File: config.mk
export PLATFORM = sky130hd
export DESIGN_NAME = lsu_mem_ctrl
export DESIGN_NICKNAME = d
export VERILOG_FILES = /design/src/rtl/lsu_mem_ctrl.sv
export SDC_FILE = /design/constraint.sdc
export NUM_CORES = 1
export LEC_CHECK = 0
export CAP_MARGIN = 20
export CORE_MARGIN = 10
export CORE_UTILIZATION = 42
export DETAILED_ROUTE_END_ITERATION = 10
export PLACE_DENSITY = 0.83
export SLEW_MARGIN = 20
export SYNTH_ARGS = -nofsm -noshare
export SYNTH_HDL_FRONTEND = slang
export SYNTH_SLANG_ARGS = --single-unit
export TNS_END_PERCENT = 20
File: constraint.sdc
create_clock -name clk_i -period 2.6 [get_ports clk_i]
set_clock_uncertainty 0.15 [all_clocks]
set_input_delay 0.26 -clock clk_i [delete_from_list [all_inputs] [get_ports clk_i]]
set_output_delay 0.26 -clock clk_i [all_outputs]
set_load 0.02 [all_outputs]
File: src/rtl/lsu_mem_ctrl.sv
// Load/store unit between EXU and WBU: one memory request per op, load extract/extend, store lane shift and strobes.
// Latency: 3 cycles accept-to-result when memory answers at once; 1 cycle for none ops and size/alignment faults.
// Backpressure: accepts only when idle; the request is held until req_ready_i and the result is held until out_ready_i.
module lsu_mem_ctrl #(
    parameter int XLEN   = 32,
    parameter int ADDR_W = 32,
    parameter int PASS_W = 87
) (
    input  logic              clk_i,
    input  logic              rst_i,
    input  logic              in_valid_i,
    output logic              in_ready_o,
    input  logic [1:0]        in_op_i,
    input  logic [1:0]        in_size_i,
    input  logic              in_signed_i,
    input  logic [ADDR_W-1:0] in_addr_i,
    input  logic [XLEN-1:0]   in_wdata_i,
    input  logic [PASS_W-1:0] in_pass_i,
    output logic              req_valid_o,
    input  logic              req_ready_i,
    output logic              req_we_o,
    output logic [ADDR_W-1:0] req_addr_o,
    output logic [XLEN-1:0]   req_wdata_o,
    output logic [XLEN/8-1:0] req_wstrb_o,
    input  logic              resp_valid_i,
    input  logic [XLEN-1:0]   resp_rdata_i,
    input  logic              resp_err_i,
    output logic              out_valid_o,
    input  logic              out_ready_i,
    output logic [XLEN-1:0]   out_rdata_o,
    output logic [PASS_W-1:0] out_pass_o,
    output logic              out_excp_o,
    output logic [3:0]        out_excp_code_o
);
    localparam int NB    = XLEN / 8;
    localparam int OFF_W = $clog2(NB);

    typedef enum logic [1:0] {S_IDLE, S_REQ, S_WAIT, S_DONE} state_t;

    state_t              state_q, state_d;
    logic                is_store_q, is_store_d;
    logic [1:0]          size_q, size_d;
    logic                signed_q, signed_d;
    logic [ADDR_W-1:0]   addr_q, addr_d;
    logic [XLEN-1:0]     wdata_q, wdata_d;
    logic [PASS_W-1:0]   pass_q, pass_d;
    logic [XLEN-1:0]     rdata_q, rdata_d;
    logic                excp_q, excp_d;
    logic [3:0]          code_q, code_d;

    logic [OFF_W-1:0]    off;
    logic [XLEN-1:0]     shifted;
    logic [XLEN-1:0]     keep;
    logic [XLEN-1:0]     load_val;
    logic                sign_bit;
    logic [NB-1:0]       strb_base;
    logic                in_load;
    logic                in_store;
    logic                in_bad;

    // Byte lane of the access inside the data word
    assign off = addr_q[OFF_W-1:0];

    assign in_ready_o      = (state_q == S_IDLE);
    assign req_valid_o     = (state_q == S_REQ);
    assign req_we_o        = is_store_q;
    assign req_addr_o      = {addr_q[ADDR_W-1:OFF_W], {OFF_W{1'b0}}};
    assign out_valid_o     = (state_q == S_DONE);
    assign out_rdata_o     = rdata_q;
    assign out_pass_o      = pass_q;
    assign out_excp_o      = excp_q;
    assign out_excp_code_o = code_q;

    // Incoming op decode: dword is illegal on a 32-bit datapath, other sizes must be naturally aligned
    always_comb begin
        in_load  = (in_op_i == 2'b01);
        in_store = (in_op_i == 2'b10);
        in_bad   = 1'b0;
        case (in_size_i)
            2'b01:   in_bad = in_addr_i[0];
            2'b10:   in_bad = |in_addr_i[1:0];
            2'b11:   in_bad = (XLEN == 32) || (|in_addr_i[2:0]);
            default: in_bad = 1'b0;
        endcase
    end

    // Load path: bring the addressed lane down to bit 0, then zero- or sign-extend by access size
    always_comb begin
        shifted  = resp_rdata_i >> {off, 3'b000};
        keep     = '1;
        sign_bit = 1'b0;
        case (size_q)
            2'b00:   begin keep = XLEN'(8'hFF);         sign_bit = shifted[7];  end
            2'b01:   begin keep = XLEN'(16'hFFFF);      sign_bit = shifted[15]; end
            2'b10:   begin keep = XLEN'(32'hFFFF_FFFF); sign_bit = shifted[31]; end
            default: begin keep = '1;                   sign_bit = 1'b0;        end
        endcase
        load_val = (shifted & keep) | ((signed_q && sign_bit) ? ~keep : '0);
    end

    // Store path: move right-aligned data and its strobe pattern up to the addressed lane
    always_comb begin
        case (size_q)
            2'b00:   strb_base = NB'(8'h01);
            2'b01:   strb_base = NB'(8'h03);
            2'b10:   strb_base = NB'(8'h0F);
            default: strb_base = '1;
        endcase
        req_wstrb_o = is_store_q ? (strb_base << off) : '0;
        req_wdata_o = wdata_q << {off, 3'b000};
    end

    // Next state and result capture; op fields are only latched on the input handshake
    always_comb begin
        state_d    = state_q;
        is_store_d = is_store_q;
        size_d     = size_q;
        signed_d   = signed_q;
        addr_d     = addr_q;
        wdata_d    = wdata_q;
        pass_d     = pass_q;
        rdata_d    = rdata_q;
        excp_d     = excp_q;
        code_d     = code_q;
        case (state_q)
            S_IDLE: begin
                if (in_valid_i) begin
                    is_store_d = in_store;
                    size_d     = in_size_i;
                    signed_d   = in_signed_i;
                    addr_d     = in_addr_i;
                    wdata_d    = in_wdata_i;
                    pass_d     = in_pass_i;
                    rdata_d    = '0;
                    excp_d     = 1'b0;
                    code_d     = 4'd0;
                    if (!(in_load || in_store)) begin
                        state_d = S_DONE;
                    end else if (in_bad) begin
                        excp_d  = 1'b1;
                        code_d  = in_store ? 4'd6 : 4'd4;
                        state_d = S_DONE;
                    end else begin
                        state_d = S_REQ;
                    end
                end
            end
            S_REQ: begin
                if (req_ready_i) begin
                    state_d = S_WAIT;
                end
            end
            S_WAIT: begin
                if (resp_valid_i) begin
                    state_d = S_DONE;
                    if (resp_err_i) begin
                        excp_d  = 1'b1;
                        code_d  = is_store_q ? 4'd7 : 4'd5;
                        rdata_d = '0;
                    end else begin
                        rdata_d = is_store_q ? '0 : load_val;
                    end
                end
            end
            S_DONE: begin
                if (out_ready_i) begin
                    state_d = S_IDLE;
                end
            end
            default: state_d = S_IDLE;
        endcase
    end

    // State and captured-op registers; reset abandons any transaction in flight
    always_ff @(posedge clk_i or negedge rst_i) begin
        if (!rst_i) begin
            state_q    <= S_IDLE;
            is_store_q <= 1'b0;
            size_q     <= 2'b00;
            signed_q   <= 1'b0;
            addr_q     <= '0;
            wdata_q    <= '0;
            pass_q     <= '0;
            rdata_q    <= '0;
            excp_q     <= 1'b0;
            code_q     <= 4'd0;
        end else begin
            state_q    <= state_d;
            is_store_q <= is_store_d;
            size_q     <= size_d;
            signed_q   <= signed_d;
            addr_q     <= addr_d;
            wdata_q    <= wdata_d;
            pass_q     <= pass_d;
            rdata_q    <= rdata_d;
            excp_q     <= excp_d;
            code_q     <= code_d;
        end
    end

endmodule

==> impl_metrics.yaml, run 1 <==
status:
  status: "complete, no violations"
finish:
  antenna_cells: 0
  area_growth_pct: 54.0
  layout-drive-gt1-share_pct: 23.2
  layout_common_cells: "clkdlybuf4s50_1, dfrtp_1, mux2_2"
  multi_input_area_um2: 3350
  final_nets: 1215
  n_fill_cell: 1529
  register_area_um2: 4810
  mostFrequentLayoutCell: "clkdlybuf4s50_1"
critical_path:
  ff2ff_setup_slack_ns: 0.28
  crit_buf_inv: 2
  timing.rr.end: "out_rdata_o[27]"
  timing_worst_setup_path_type: "reg -> out"
  cp_slowest_cell: "clkdlybuf4s50_1"
  crit_chain: "buf_4, nor3b_1, clkdlybuf4s50_1"
  required_ns: 2.19
  end_kind: "output pin"
  r2r-start: "addr_q[1]"
  cp_max_fo: 13
  crit_family: "buffers and inverters"
  worstRegToRegCells: 6
  arrival_ns: 2.09
  crit_path_start: "addr_q[1]"
  critPathLaunchType: "register"
  slowest_delay_ns: 0.65
cts:
  cts_buffers: 17
  cts_max_path_buffers: 2
  clk_pin_slew_ns: 0.07
  cts.sinks: 192
  clk-insertion-delay-late_ns: 0.43
  cts_tree: "yes"
  cts_max_level: 4
  root_buffer: "clkbuf_16"
global_routing:
  antenna_found_initial: 1
  grt_remaining_overflow: 0
  grt_start_max_net_pins: 78
  grt_pass1_wl_mm: 42.9
  grt_pass1_vias: 7090
  track_usage_pct: 21.0
place:
  io_buffers: 387
  hpwl_mm: 22.9
  dp_slack_ns: 0.109
  routabilityCongestion: 0.919
yosys:
  ys_types: 42
  synthesis.area_um2: 8610
  ys_ff_latch: 192
  synth_edf_count: 0
  async_flop_share_pct: 100
  synth_ff_type: "dfrtp_1"
  syn_inst: 653
  syn_avg_cell_area_um2: 13.2
  synth-seq-area-share_pct: 55.8
  synth_warnings: 0
hold_path:
  min_path_type: "in -> async"
routing:
  drc_errors: 0
  first_pass_iters: 4
  routedWlPerCell_um: 22.3
  drtAntennaViolNets: 0
  drtIter0Drc: 316
  via_count: 6641
  routed_via_density: 5.12
  wirelength_mm: 29.0
floorplan:
  start_util_pct: 42.7
  num_io_pins: 391
  core_area_um2: 20200
  die_x_um: 163
  die_h_um: 163
  std_cell_rows: 52
  die_area_um2: 26600
power:
  powerDensity_nw_per_um2: 1330
  max-vdd-ir-drop_uv: 790
  p_leak_uw: 0.00565
sta:
  hold_viol: 0
  period_needed_ns: 2.50
  final.period_utilization_pct: 96.1
  tightest_slew_ns: 0.666
  timing.fmax_mhz: 400
  setup_tns_ns: 0
  finalMaxSlewViolations: 0
  setup_viol: 0
  grt_setup_unrepaired: "false"
  maxSlewHeadroom_pct: 55.6
  setup_ws_ns: 0.100
run:
  cap_violations: 0
## metrics by stage
stage / std cells / power, µW / hold WS (ns) / utilization (%) / area (µm²)
after CTS: 1297 / 17800 / 0.264 / 65.6 / 13200
final: 1298 / 17700 / 0.274 / 65.7 / 13300
after floorplan: 655 / 10800 / -0.186 / - / 8620
after detailed placement: 1263 / 15200 / 0.189 / 62.6 / 12600
after global routing: 1298 / 18600 / 0.268 / 65.7 / 13300
after global placement: 1263 / 15000 / 0.182 / 62.6 / 12600
## worst max-delay path by stage
stage | end | slack (ns) | cells past startpoint
2_1_floorplan | out_pass_o[44] | 0.52 | 6
3_3_place_gp | out_rdata_o[31] | 0.20 | 5
3_5_place_dp | out_rdata_o[27] | 0.11 | 5
4_1_cts | req_wdata_o[21] | 0.008 | 5
5_1_grt | req_wstrb_o[3] | 0.03 | 4
6_report | req_wstrb_o[1] | 0.10 | 3
## where the power goes
part,internal [µW],switching [µW]
combinational,4800,4770
sequential,4450,985
clock,1380,1280
## routing by layer
| layer | GRT usage (%) | vias to the layer above | wire length (µm) |
|---|---|---|---|
| met5 | 0 | - | 13 |
| met4 | 6.23 | 2 | 650 |
| met3 | 9.97 | 43 | 3200 |
| met2 | 36.6 | 313 | 14900 |
| met1 | 22.0 | 3269 | 10200 |
| li1 | - | 3014 | - |
## final cells by class
class / count / share of cell area, %
Sequential cell: 192 / 36.3
Clock buffer: 18 / 3.24
Inverter: 9 / 0.255
Tap cell: 270 / 2.55
Timing Repair Buffer: 414 / 31.1
Clock inverter: 14 / 1.28
Multi-Input combinational cell: 381 / 25.2
## cells in the mapped netlist, drive strengths merged, types with 2 or more instances
cell,number,area share [%]
a211oi,9,0.78
a21oi,17,1.0
a221o,17,2.0
a22o,8,0.81
a2bb2oi,2,0.20
and2,9,0.65
buf,63,4.7
clkbuf,10,0.44
dfrtp,192,56
ha,5,0.73
inv,9,0.39
mux2,172,23
mux2i,24,2.8
nand2,31,1.4
nand2b,2,0.15
nand3,2,0.12
nor2,17,0.74
nor2b,12,0.87
nor3b,2,0.23
o21ai,33,1.9
## sequential cells by signal (all words and copies together) (netlist names)
signal,count
out_rdata_o,32
size_q,2
addr_q,32
signed_q,1
req_we_o,1
out_pass_o,87
wdata_q,32
state_q,2
out_excp_code_o,3
## worst reg2reg max path: stages, from the launching register on
cell and delay, ns:
dfrtp_4 0.54, buf_4 0.26, mux2i_1 0.41, a2bb2oi_1 0.31, a2111oi_4 0.12, buf_12 0.17
a221o_1 0.27
## logic make-up after synthesis
| logic type | share of synthesized area (%) |
|---|---|
| simple gates | 4.75 |
| fa+ha+maj | 0.727 |
| mux | 25.3 |
| flops | 55.8 |
| compound gates | 7.78 |
| buf+inv | 5.49 |
| other cells | 0.0436 |
| xor+xnor | 0.102 |
## repair_timing
item,CTS,global route
endpoints found under the setup margin,15,19
hold endpoints to repair,69,0
pin swaps,0,1
gates resized for setup,12,3
setup buffers,1,1
hold buffers,1,0
Note: power is estimated with default switching activity, not from simulation.
==> run 2: changes to the inputs <==
--- a/constraint.sdc
+++ b/constraint.sdc
@@ -4,2 +4,2 @@
 set_output_delay 0.26 -clock clk_i [all_outputs]
-set_load 0.02 [all_outputs]
+set_load 0.01 [all_outputs]
==> run 2 against run 1 <==
Highest routed layer is now met4. Count of clock-buffer cells in the layout stayed put. First-iteration DRC count shrank 9.8%. Combinational power decreased by 11%. Clock power up 5%. Die area unchanged. Final cell count unchanged. Hold slack worse by 0.021 ns. Wire length is 0.59% lower. Critical path depth is 2 higher. Worst setup slack lost 0.0081 ns. Largest power group unchanged. Sequential share of layout area fell by 0.15 points. Utilization rose by 0.27 points.
==> impl_metrics.yaml, run 2 (same netlist as run 1, synthesis figures left out) <==
sta:
  final.period_utilization_pct: 96.5
  setup_tns_ns: 0
  setup_viol: 0
  timing.fmax_mhz: 399
  tightest_slew_ns: 0.900
  whs_ns: 0.253
  grt_setup_unrepaired: "true"
  period_needed_ns: 2.51
  finalMaxSlewViolations: 0
  hold_viol: 0
  maxSlewHeadroom_pct: 40.0
global_routing:
  track_usage_pct: 20.9
  grt_pass1_wl_mm: 42.8
  grt_start_max_net_pins: 66
  grt_pass1_vias: 7028
  antenna_found_initial: 0
  grt_remaining_overflow: 0
finish:
  area_growth_pct: 54.6
  mostFrequentLayoutCell: "clkdlybuf4s50_1"
  antenna_cells: 0
  layout_common_cells: "clkdlybuf4s50_1, dfrtp_1, mux2_2"
  largest_register_ffs: 87
  layout-drive-gt1-share_pct: 23.3
  final_nets: 1215
  instances_no_fill: 1298
floorplan:
  start_util_pct: 42.7
  die_h_um: 163
  die_area_um2: 26600
  num_io_pins: 391
  std_cell_rows: 52
  core_area_um2: 20200
  die_x_um: 163
critical_path:
  cp_max_fo: 12
  timing_worst_setup_path_type: "reg -> out"
  end_kind: "output pin"
  timing.rr.end: "out_rdata_o[27]"
  worstRegToRegCells: 6
  r2r-start: "state_q[0]"
  critPathLaunchType: "register"
  arrival_ns: 2.10
  ff2ff_setup_slack_ns: 0.16
  required_ns: 2.19
routing:
  via_count: 6615
  routed_via_density: 5.10
  drtIter0Drc: 285
  first_pass_iters: 5
  drtAntennaViolNets: 0
  routedWlPerCell_um: 22.2
  wirelength_mm: 28.8
  drc_errors: 0
power:
  p_leak_uw: 0.00567
  powerDensity_nw_per_um2: 1250
  max-vdd-ir-drop_uv: 766
cts:
  cts_max_path_buffers: 2
  cts.sinks: 192
  clk-insertion-delay-late_ns: 0.42
  cts_max_level: 4
  cts_tree: "yes"
  cts_buffers: 17
  clk_pin_slew_ns: 0.08
  root_buffer: "clkbuf_16"
status:
  status: "complete, no violations"
place:
  hpwl_mm: 22.8
  io_buffers: 387
  dp_cells: 1264
  routabilityCongestion: 0.975
run:
  cap_violations: 0
hold_path:
  min_path_type: "in -> async"
[run 2: changes by cell type in the layout (fill, tap and decap cells not counted)]
cell and change:
clkinvlp_4 -2, buf_8 +1, clkinv_4 +1, nor3b_2 +1
nor3b_1 -1, dlygate4sd2_1 -11, buf_4 -1, dlymetal6s2s_1 +2
bufinv_16 +1, clkdlybuf4s50_1 +9
[run 2: layout make-up]
| type | count | area [µm²] |
|---|---|---|
| Fill cell | 1513 | 6860 |
| Sequential cell | 192 | 4810 |
| Timing Repair Buffer | 414 | 4150 |
| Multi-Input combinational cell | 381 | 3350 |
| Clock buffer | 18 | 429 |
| Tap cell | 270 | 338 |
| Clock inverter | 14 | 194 |
| Inverter | 9 | 33.8 |
[run 2: how the worst max path moves through the flow]
stage | endpoint | depth (start not counted) | from
floorplan | out_pass_o[44] | 6 | state_q[0]
global placement | out_rdata_o[29] | 5 | in_valid_i
detailed placement | out_rdata_o[27] | 5 | in_valid_i
CTS | req_wstrb_o[1] | 4 | addr_q[0]
global route | req_wdata_o[31] | 5 | addr_q[1]
finish | req_wdata_o[21] | 5 | addr_q[1]
[run 2: where the power goes]
| part | leakage (µW) | switching, µW | internal [µW] | total, µW |
|---|---|---|---|---|
| clock | 0.000302 | 1300 | 1480 | 2780 |
| sequential | 0.00234 | 946 | 4450 | 5400 |
| combinational | 0.00303 | 3590 | 4920 | 8500 |
| total | 0.00567 | 5830 | 10900 | 16700 |
[run 2: stage by stage]
step | power, µW | worst slack [ns] | utilization [%] | area, µm²
finish | 16700 | 0.0921 | 66.0 | 13300
global route | 17600 | -0.00417 | 66.0 | 13300
CTS | 16900 | 0.0238 | 65.9 | 13300
detailed placement | 14000 | 0.136 | 62.7 | 12600
global placement | 13800 | 0.186 | 62.7 | 12600
floorplan | 9580 | 0.578 | - | 8620
[run 2: layer usage]
| layer | GRT usage, % | wire, µm | vias up |
|---|---|---|---|
| met1 | 21.6 | 10100 | 3258 |
| met3 | 9.01 | 3200 | 23 |
| met5 | 0 | 0 | - |
| met2 | 37.6 | 15100 | 322 |
| li1 | - | - | 3012 |
| met4 | 5.90 | 440 | 0 |
[run 2: critical path: stages, from the launching register on]
cell and delay, ns:
dfrtp_4 0.57, nor2b_1 0.18, buf_4 0.21, nand2_1 0.06, o21ai_0 0.08, clkdlybuf4s50_1 0.57
[run 2: what timing repair did]
| item | in CTS | in global routing |
|---|---|---|
| gates resized for setup | 2 | 7 |
| hold endpoints to repair | 61 | 0 |
| hold buffers | 1 | 0 |
| setup endpoints to repair | 15 | 7 |
| setup buffers | 1 | 0 |
